### src/rtl/muldiv_unit_pkg.sv
//------------------------------------------------------------------------------
// muldiv_unit_pkg : op codes, FSM states and op-class helpers for muldiv_unit
// Revision: 1.0
//------------------------------------------------------------------------------
`default_nettype none

package muldiv_unit_pkg;

  localparam int c_WIDTH = 32;

  // ALU_Control codes handled by the multiply/divide unit
  localparam logic [4:0] c_OP_MUL  = 5'h18;
  localparam logic [4:0] c_OP_MULU = 5'h19;
  localparam logic [4:0] c_OP_DIV  = 5'h1A;
  localparam logic [4:0] c_OP_DIVU = 5'h1B;
  localparam logic [4:0] c_OP_MTHI = 5'h11;
  localparam logic [4:0] c_OP_MTLO = 5'h13;

  typedef enum logic [1:0] {
    IDLE = 2'd0,
    RUN  = 2'd1,
    FIX  = 2'd2
  } md_state_t;

  function automatic logic is_long_op(input logic [4:0] op);
    return (op == c_OP_MUL) || (op == c_OP_MULU) ||
           (op == c_OP_DIV) || (op == c_OP_DIVU);
  endfunction

  function automatic logic is_div_op(input logic [4:0] op);
    return (op == c_OP_DIV) || (op == c_OP_DIVU);
  endfunction

endpackage

`default_nettype wire

### src/rtl/muldiv_iter.sv
//------------------------------------------------------------------------------
// muldiv_iter : one combinational shift-add (multiply) or restoring-subtract
//               (divide) step on the {acc, low} working register pair.
// Revision: 1.0
//------------------------------------------------------------------------------
`default_nettype none

module muldiv_iter #(
  parameter int WIDTH = 32
) (
  input  logic             is_div,
  input  logic [WIDTH:0]   acc,
  input  logic [WIDTH-1:0] low,
  input  logic [WIDTH:0]   opnd,
  output logic [WIDTH:0]   acc_nx,
  output logic [WIDTH-1:0] low_nx
);

  logic [WIDTH+1:0] w_sum;
  logic [WIDTH+1:0] w_shift;
  logic [WIDTH:0]   w_diff;
  logic             w_ge;

  always_comb begin
    w_sum   = {1'b0, acc} + (low[0] ? {1'b0, opnd} : '0);
    w_shift = {acc, low[WIDTH-1]};
    w_ge    = (w_shift >= {1'b0, opnd});
    // When the trial succeeds the true difference is below opnd, so W+1 bits suffice
    w_diff  = w_shift[WIDTH:0] - opnd;
    if (is_div) begin
      acc_nx = w_ge ? w_diff : w_shift[WIDTH:0];
      low_nx = {low[WIDTH-2:0], w_ge};
    end else begin
      acc_nx = w_sum[WIDTH+1:1];
      low_nx = {w_sum[0], low[WIDTH-1:1]};
    end
  end

endmodule

`default_nettype wire

### src/rtl/muldiv_unit.sv
//------------------------------------------------------------------------------
// muldiv_unit : sequential MUL/MULU/DIV/DIVU engine owning the HI/LO registers,
//               with single-cycle MTHI/MTLO writes and a busy stall output.
// Revision: 1.0
//------------------------------------------------------------------------------
`default_nettype none

module muldiv_unit
  import muldiv_unit_pkg::*;
#(
  parameter int WIDTH = 32
) (
  input  logic             clk,
  input  logic             reset,
  input  logic             start,
  input  logic [4:0]       op,
  input  logic [WIDTH-1:0] A,
  input  logic [WIDTH-1:0] B,
  input  logic             flush,
  output logic             busy,
  output logic             done,
  output logic             div_by_zero,
  output logic [WIDTH-1:0] Hi,
  output logic [WIDTH-1:0] Lo
);

  localparam int c_ITER  = WIDTH;
  localparam int c_CNT_W = 6;

  md_state_t          r_state, w_state_nx;
  logic [c_CNT_W-1:0] r_cnt;
  logic               r_is_div, r_neg_q, r_neg_r, r_zero;
  logic [WIDTH:0]     r_acc, r_opnd;
  logic [WIDTH-1:0]   r_low;
  logic               r_busy, r_done, r_dbz;
  logic [WIDTH-1:0]   r_hi, r_lo;

  logic               w_long, w_mt, w_div, w_signed, w_accept, w_b_zero;
  logic               w_a_neg, w_b_neg;
  logic [WIDTH:0]     w_a_mag, w_b_mag;
  logic [WIDTH:0]     w_acc_nx;
  logic [WIDTH-1:0]   w_low_nx;
  logic [2*WIDTH-1:0] w_prod;
  logic [WIDTH-1:0]   w_quo, w_rem, w_fix_hi, w_fix_lo;

  assign w_long   = is_long_op(op);
  assign w_div    = is_div_op(op);
  assign w_mt     = (op == c_OP_MTHI) || (op == c_OP_MTLO);
  assign w_signed = (op == c_OP_MUL) || (op == c_OP_DIV);
  assign w_accept = (r_state == IDLE) && start && !flush && (w_long || w_mt);
  assign w_b_zero = (B == '0);
  assign w_a_neg  = w_signed & A[WIDTH-1];
  assign w_b_neg  = w_signed & B[WIDTH-1];
  // One extra bit so the magnitude of the most negative value is representable
  assign w_a_mag  = w_a_neg ? ({1'b0, ~A} + (WIDTH+1)'(1)) : {1'b0, A};
  assign w_b_mag  = w_b_neg ? ({1'b0, ~B} + (WIDTH+1)'(1)) : {1'b0, B};

  muldiv_iter #(.WIDTH(WIDTH)) u_iter (
    .is_div (r_is_div),
    .acc    (r_acc),
    .low    (r_low),
    .opnd   (r_opnd),
    .acc_nx (w_acc_nx),
    .low_nx (w_low_nx)
  );

  always_comb begin
    w_prod = {r_acc[WIDTH-1:0], r_low};
    if (r_neg_q) w_prod = -w_prod;
    w_quo = r_neg_q ? -r_low : r_low;
    w_rem = r_neg_r ? -r_acc[WIDTH-1:0] : r_acc[WIDTH-1:0];
    if (r_is_div) begin
      w_fix_hi = w_rem;
      w_fix_lo = w_quo;
    end else begin
      w_fix_hi = w_prod[2*WIDTH-1:WIDTH];
      w_fix_lo = w_prod[WIDTH-1:0];
    end
  end

  always_comb begin
    w_state_nx = r_state;
    case (r_state)
      IDLE: if (w_accept && w_long) w_state_nx = (w_div && w_b_zero) ? FIX : RUN;
      RUN:  if (r_cnt == c_CNT_W'(c_ITER - 1)) w_state_nx = FIX;
      FIX:  w_state_nx = IDLE;
      default: w_state_nx = IDLE;
    endcase
    if (flush) w_state_nx = IDLE;
  end

  always_ff @(posedge clk or posedge reset) begin
    if (reset) r_state <= IDLE;
    else       r_state <= w_state_nx;
  end

  always_ff @(posedge clk or posedge reset) begin
    if (reset) begin
      r_cnt    <= '0;
      r_is_div <= 1'b0;
      r_neg_q  <= 1'b0;
      r_neg_r  <= 1'b0;
      r_zero   <= 1'b0;
      r_acc    <= '0;
      r_opnd   <= '0;
      r_low    <= '0;
      r_busy   <= 1'b0;
      r_done   <= 1'b0;
      r_dbz    <= 1'b0;
      r_hi     <= '0;
      r_lo     <= '0;
    end else begin
      r_done <= 1'b0;
      r_busy <= (w_state_nx != IDLE);
      case (r_state)
        IDLE: begin
          if (w_accept) begin
            r_dbz <= 1'b0;
            if (op == c_OP_MTHI) r_hi <= A;
            if (op == c_OP_MTLO) r_lo <= A;
            if (w_mt) r_done <= 1'b1;
            if (w_long) begin
              r_cnt    <= '0;
              r_is_div <= w_div;
              r_zero   <= w_div & w_b_zero;
              r_neg_q  <= w_a_neg ^ w_b_neg;
              r_neg_r  <= w_a_neg;
              r_acc    <= '0;
              if (w_div) begin
                // A zero divisor leaves {acc, low} at 0 so FIX writes zeros
                r_low  <= w_b_zero ? '0 : w_a_mag[WIDTH-1:0];
                r_opnd <= w_b_mag;
              end else begin
                r_low  <= w_b_mag[WIDTH-1:0];
                r_opnd <= w_a_mag;
              end
            end
          end
        end
        RUN: begin
          r_acc <= w_acc_nx;
          r_low <= w_low_nx;
          r_cnt <= r_cnt + c_CNT_W'(1);
        end
        FIX: begin
          if (!flush) begin
            r_hi   <= w_fix_hi;
            r_lo   <= w_fix_lo;
            r_dbz  <= r_zero;
            r_done <= 1'b1;
          end
        end
        default: ;
      endcase
    end
  end

  assign busy        = r_busy;
  assign done        = r_done;
  assign div_by_zero = r_dbz;
  assign Hi          = r_hi;
  assign Lo          = r_lo;

endmodule

`default_nettype wire

### config.mk
export PLATFORM = sky130hd
export DESIGN_NAME = muldiv_unit
export DESIGN_NICKNAME = d
export VERILOG_FILES = /design/src/rtl/muldiv_unit_pkg.sv /design/src/rtl/muldiv_iter.sv /design/src/rtl/muldiv_unit.sv
export SDC_FILE = /design/constraint.sdc
export NUM_CORES = 1
export LEC_CHECK = 0
export ABC_AREA = 1
export CAP_MARGIN = 20
export CORE_MARGIN = 10
export CORE_UTILIZATION = 46
export CTS_CLUSTER_SIZE = 14
export DETAILED_ROUTE_END_ITERATION = 6
export PLACE_DENSITY = 0.65
export SYNTH_ARGS = -nofsm -noshare
export SYNTH_HDL_FRONTEND = slang
export SYNTH_SLANG_ARGS = --single-unit
### constraint.sdc
create_clock -name clk -period 8.42 [get_ports clk]
set_clock_uncertainty 0.2 [all_clocks]
set_input_delay 2.105 -clock clk [delete_from_list [all_inputs] [get_ports clk]]
set_output_delay 2.105 -clock clk [all_outputs]
set_load 0.01 [all_outputs]
==> flow_metrics.env, run 1 <==
export IMPL_worstPathRequired_ns=8.63
export IMPL_ys_seq_area_share_pct=23.6
export IMPL_die_height_um=222
export IMPL_timing_hold_violations_final=0
export IMPL_register_area_um2=4430
export IMPL_antenna_left=0
export IMPL_crit_buf_inv=5
export IMPL_drcViolationCount=0
export IMPL_nNetsFinal=3478
export IMPL_period_needed_ns=4.96
export IMPL_clk_pin_slew_ns=0.07
export IMPL_reg2reg_slack_ns=4.73
export IMPL_cts_repair_resized=0
export IMPL_avgViaCountPerCell=5.89
export IMPL_routedWlPerCell_um=23.0
export IMPL_ys_async_sr_fraction_pct=100
export IMPL_worst_pin_slew_ns=1.06
export IMPL_cts_root_buffer="clkbuf_16"
export IMPL_setup_viol=0
export IMPL_gp_congestion=1.03
export IMPL_powerDensity_nw_per_um2=322
export IMPL_tns_ns=0
export IMPL_core_um2=40000
export IMPL_grt_start_max_net_pins=82
export IMPL_post_cts_buffers=0
export IMPL_cp_depth=12
export IMPL_routed_wl_um=89100
export IMPL_port_buffer_count=139
export IMPL_syn_area_um2=18800
export IMPL_h_tree_depth=4
export IMPL_fin_ws_ns=3.46
export IMPL_start_util_pct=46.9
export IMPL_end_kind="flip-flop"
export IMPL_place_inst=3837
export IMPL_io_pins=140
export IMPL_relSlewSlack_pct=28.8
export IMPL_overflow=0
export IMPL_period_share_pct=58.9
export IMPL_crit_fanout=66
export IMPL_fill_cells=4275
export IMPL_antenna_found_initial=1
export IMPL_synth_warnings=0
export IMPL_path_cells="clkdlybuf4s50_1 -> inv_1 -> nand2_1 -> nor3_4 -> nor2_1 -> nand2_1 -> nand2_2 -> buf_4 -> inv_2 -> buf_4 -> nor2_1 -> a21oi_1"
export IMPL_die_w_um=222
export IMPL_grt_pass1_wl_um=132000
export IMPL_critPathLaunchType="primary input"
export IMPL_synth_seq_cells=177
export IMPL_drv_cap=0
export IMPL_diodes=0
export IMPL_numCtsBuffers=17
export IMPL_arrival_ns=5.17
export IMPL_dr_pass1_iters=6
export IMPL_cts_sinks=177
export IMPL_synth_cells=3254
export IMPL_whs_path_depth=2
export IMPL_fmax_mhz=202
export IMPL_synth_flop_cell="dfrtp_1"
export IMPL_yosysUniqueCellTypes=50
export IMPL_crit_slowest_cell="nor3_4"
export IMPL_crit_type="primary input to flip-flop"
export IMPL_leakage_nw=10.7
export IMPL_grt_pass1_vias=21192
export IMPL_max_stage_delay_ns=0.63
export IMPL_place_ws_ns=2.97
export IMPL_drt_iter0_markers=3071
export IMPL_rsz0062_at_grt="false"
export IMPL_hp_class="flip-flop to flip-flop"
export IMPL_synth_nets=3400
export IMPL_clock_path_buffers=2
export IMPL_multiInputGateArea_um2=12100
export IMPL_rr_worst_depth=18
export IMPL_num_vias=22777
export IMPL_hpwlAfterDp_um=72000
export IMPL_cts_tree="done"
export IMPL_path_delay_family="buffers and inverters"
export IMPL_layoutNonFillerInstCount=3870
export IMPL_drive_above_1_share_pct=3.59
export IMPL_drv_slew=0
export IMPL_outcome="finished, final reports clean"
export IMPL_clkLatencyLatePin_ns=0.50
export IMPL_grt_use_total_pct=34.7
export IMPL_rows=73
export IMPL_synth_edf_count=0
export IMPL_die_area_um2=49200
export IMPL_hold_ws_ns=0.294
export IMPL_syn_to_final_growth_pct=12.9
export IMPL_synth_avg_cell_area_um2=5.76
export IMPL_ir_drop_mv=0.197
export IMPL_holdBufCountCts=0
path summary, 6_finish.rpt:
path,to,start
max,r_low[12],flush
min,Lo[12],Lo[12]
max reg2reg,r_acc[29],r_low[0]
min reg2reg,Lo[12],Lo[12]
max in group asynchronous,r_opnd[25],reset
min in group asynchronous,Hi[23],reset
power by group:
| part | total (mW) | switching, mW | internal [mW] |
|---|---|---|---|
| Clock | 0.878 | 0.414 | 0.464 |
| Combinational | 4.34 | 2.96 | 1.38 |
| Sequential | 1.61 | 0.541 | 1.07 |
cells in the mapped netlist, types with 12 or more instances:
master / number / share of area, %
nand2_1: 1016 / 20
inv_1: 458 / 9.2
nor2_1: 424 / 8.5
nand3_1: 285 / 7.6
o21ai_0: 179 / 4.8
dfrtp_1: 177 / 24
a21oi_1: 164 / 4.4
ha_1: 71 / 4.7
nand4_1: 60 / 2.0
clkbuf_1: 53 / 1.1
xor2_1: 43 / 2.0
a31oi_1: 25 / 0.83
buf_2: 25 / 0.67
a22oi_1: 23 / 0.92
xnor2_1: 23 / 1.1
o21ai_1: 21 / 0.56
o22ai_1: 20 / 0.67
nor3_1: 19 / 0.51
a21boi_1: 17 / 0.68
buf_1: 17 / 0.34
nor2_2: 15 / 0.50
o211ai_1: 14 / 0.56
o21bai_1: 13 / 0.52
inv_2: 12 / 0.24
nand3b_1: 12 / 0.48
final cells by class:
cell class / instances / share of cell area [%]
multi-input combinational: 2507 / 57.4
sequential: 177 / 20.9
inverter: 471 / 8.37
timing repair buffer: 158 / 7.30
tap: 525 / 3.10
clock buffer: 19 / 2.14
clock inverter: 13 / 0.792
registers in the layout (all words and copies together), names as in the netlist, 2 cells and up:
register,flops
Hi,32
r_low,32
r_opnd,33
Lo,32
r_cnt,6
r_acc,33
r_state,2
cells in the final DEF (no fill, tap or decap), types with 18 or more instances in the layout:
cell type        count
a22oi_1             23
buf_4               18
o22ai_1             20
dfrtp_1            177
inv_1              456
nor2_1             420
o21ai_1             21
xor2_1              43
a31oi_1             25
nand2_1           1014
nand4_1             60
xnor2_1             23
o21ai_0            179
nand3_1            285
a21oi_1            164
clkdlybuf4s50_1    139
ha_1                71
nor3_1              19
logic make-up after synthesis:
kind of cell,after synthesis,synth area share (%)
AO/OA/AOI/OAI,498,15.0
buffers and inverters,570,11.7
adder cells (fa/ha/maj),73,4.95
flip-flops,177,23.6
AND/OR/NAND/NOR,1870,41.6
XOR/XNOR,66,3.08
stage by stage:
| step | utilization [%] | cell area [um2] | total power, mW |
|---|---|---|---|
| after floorplan | - | 18800 | 4.26 |
| after global placement | 51.3 | 20500 | 5.74 |
| after detailed placement | 51.3 | 20500 | 5.78 |
| after CTS | 52.9 | 21200 | 6.66 |
| after global routing | 52.9 | 21200 | 7.29 |
| final | 52.9 | 21200 | 6.82 |
metal layers:
metal / track usage [%] / share of wire (%) / vias to the layer above
li1: - / - / 10584
met1: 44.7 / 40 / 10586
met2: 52.9 / 43 / 1354
met3: 6.96 / 11 / 251
met4: 20.4 / 6.6 / 2
met5: 0 / 0.015 / -
worst min-delay path: stages (launching register included):
cell and delay (ns):
dfrtp_1 0.36, nand2_1 0.06, nand2_1 0.05
No activity file was read; power rests on OpenSTA's default activity.
==> run 2: changes to the inputs <==
PLACE_DENSITY = 0.68   (was 0.65)
clock period = 4 ns   (was 8.42 ns; I/O delays follow)
==> run 2 against run 1 <==
  * Critical endpoint is now r_acc[24]
  * Global-route usage grew 1.5 points
  * Setup slack lost 3.0 ns
  * Final cell count grew 1.2%
  * Total power grew 110%
  * Combinational power grew 120%
  * Sequential power grew 100%
  * Clock power grew 110%
  * Count of clock-buffer cells in the layout shrank 1
  * Register-to-register slack lost 4.2 ns
  * Die area is the same
  * Sequential share of layout area shrank 0.36 points
==> flow_metrics.env, run 2 (synthesized netlist as in run 1, its figures left out) <==
export IMPL_avgViaCountPerCell=5.95
export IMPL_drv_cap=0
export IMPL_worstReg2RegEnd="r_acc[24]"
export IMPL_final_common_cell="nand2_1"
export IMPL_post_cts_buffers=0
export IMPL_nNetsFinal=3524
export IMPL_fin_ws_ns=0.511
export IMPL_numCtsBuffers=17
export IMPL_rr_worst_depth=13
export IMPL_clock_path_buffers=2
export IMPL_cts_root_buffer="clkbuf_16"
export IMPL_min_from="Lo[1]"
export IMPL_hp_class="flip-flop to flip-flop"
export IMPL_start_util_pct=46.9
export IMPL_die_area_um2=49200
export IMPL_overflow=0
export IMPL_cts_tree="done"
export IMPL_crit_fanout=26
export IMPL_rr_startpoint="r_acc[20]"
export IMPL_routedWlPerCell_um=23.7
export IMPL_place_ws_ns=0.0937
export IMPL_drive_above_1_share_pct=4.90
export IMPL_whs_path_depth=2
export IMPL_io_pins=140
export IMPL_cts_sinks=177
export IMPL_gp_congestion=1.03
export IMPL_critPathLaunchType="flip-flop"
export IMPL_drcViolationCount=0
export IMPL_swShare_pct=57.4
export IMPL_setup_viol=0
export IMPL_fill_cells=4163
export IMPL_num_vias=23310
export IMPL_dpl_cell_area_um2=21000
export IMPL_hold_ws_ns=0.290
export IMPL_cp_startpoint="r_acc[20]"
export IMPL_leakage_nw=10.9
export IMPL_drv_slew=0
export IMPL_grt_pass1_wl_um=136000
export IMPL_clkLatencyLatePin_ns=0.51
export IMPL_power_frac_seq_pct=22.3
export IMPL_port_buffer_count=139
export IMPL_p_sw_mw=8.33
export IMPL_grt_pass1_vias=21736
export IMPL_routed_wl_um=92700
export IMPL_period_share_pct=87.2
export IMPL_die_w_um=222
export IMPL_reg_top3="r_acc x33, r_opnd x33"
export IMPL_rows=73
export IMPL_holdBufCountCts=0
export IMPL_power_total_mw=14.5
export IMPL_reg2reg_slack_ns=0.51
export IMPL_tns_ns=0
export IMPL_core_um2=40000
export IMPL_antenna_found_initial=2
export IMPL_die_height_um=222
export IMPL_crit_type="flip-flop to flip-flop"
export IMPL_h_tree_depth=4
export IMPL_rsz0062_at_grt="false"
export IMPL_hpwlAfterDp_um=74700
export IMPL_power_frac_clock_pct=12.4
export IMPL_arrival_ns=3.68
export IMPL_syn_to_final_growth_pct=14.9
export IMPL_powerDensity_nw_per_um2=673
export IMPL_cts_repair_resized=0
export IMPL_fin_area_um2=21500
export IMPL_relSlewSlack_pct=38.5
export IMPL_dr_pass1_iters=7
export IMPL_whs_endpoint="Lo[1]"
export IMPL_antenna_left=0
export IMPL_internal_power_mw=6.17
export IMPL_combPwrFrac_pct=65.3
export IMPL_worst_pin_slew_ns=0.921
export IMPL_diodes=0
export IMPL_clk_pin_slew_ns=0.07
export IMPL_grt_use_total_pct=36.2
export IMPL_drt_iter0_markers=3262
export IMPL_fmax_mhz=287
export IMPL_grt_start_max_net_pins=118
export IMPL_worstPathRequired_ns=4.19
export IMPL_outcome="finished, final reports clean"
export IMPL_timing_hold_violations_final=0
export IMPL_period_needed_ns=3.49
export IMPL_ir_drop_mv=0.441
export IMPL_final_cell_mix="nand2_1, inv_1, nor2_1"
export IMPL_end_kind="flip-flop"
run 2: cell types whose count changed in the layout (fill, tap and decap cells not counted):
cell,previous run,this run
buf_12,1,6
clkbuf_8,2,1
bufinv_16,2,1
buf_4,18,59
clkinv_2,0,2
clkinvlp_4,3,4
inv_8,3,2
run 2: metrics by stage:
stage	instances	utilization [%]
6_report	3916	53.8
5_1_grt	3916	53.8
4_1_cts	3916	53.8
3_5_place_dp	3884	52.4
3_3_place_gp	3884	52.4
2_1_floorplan	3254	-
run 2: layout make-up:
type	count	area [um2]	share of cell area, %
Multi-Input combinational cell	2507	12100	56.4
Sequential cell	177	4430	20.6
Timing Repair Buffer	204	1950	9.07
Inverter	471	1770	8.22
Tap cell	525	657	3.05
Clock buffer	18	439	2.04
Clock inverter	14	145	0.674
run 2: worst max-delay path by stage:
stage / end / slack [ns] / cells after the start
4_1_cts: r_opnd[21] / 0.61 / 10
5_1_grt: r_low[28] / 0.37 / 12
6_report: r_acc[24] / 0.51 / 13
3_5_place_dp: r_opnd[21] / 0.09 / 10
3_3_place_gp: r_opnd[21] / 0.1 / 10
2_1_floorplan: Hi[0] / 0.53 / 1
run 2: worst max-delay path, stage by stage (launching register included):
cell and delay [ns]:
dfrtp_1 0.69, ha_1 0.40, a21oi_1 0.23, nand2_1 0.15
nand2_1 0.08, nand2_1 0.07, nand2_1 0.07, nand2_1 0.08
nor2_4 0.24, nand2_4 0.21, nor2_8 0.37, nand2_1 0.29
nand4_1 0.19, nand2_1 0.08
run 2: power by group through the flow:
| stage | combinational (mW) | sequential (mW) | clock, mW |
|---|---|---|---|
| 2_1_floorplan | 6.21 | 2.76 | 0 |
| 3_3_place_gp | 9.05 | 3.17 | 0 |
| 3_5_place_dp | 9.15 | 3.18 | 0 |
| 4_1_cts | 9.20 | 3.15 | 1.80 |
| 5_1_grt | 10.4 | 3.21 | 1.86 |
| 6_report | 9.47 | 3.23 | 1.80 |
run 2: metal layers:
| metal | track usage (%) | vias up | wire length [um] |
|---|---|---|---|
| met5 | 0 | - | 13 |
| li1 | - | 10668 | - |
| met1 | 44.6 | 10777 | 34900 |
| met3 | 9.02 | 331 | 10900 |
| met2 | 54.6 | 1532 | 39300 |
| met4 | 25.1 | 2 | 7500 |
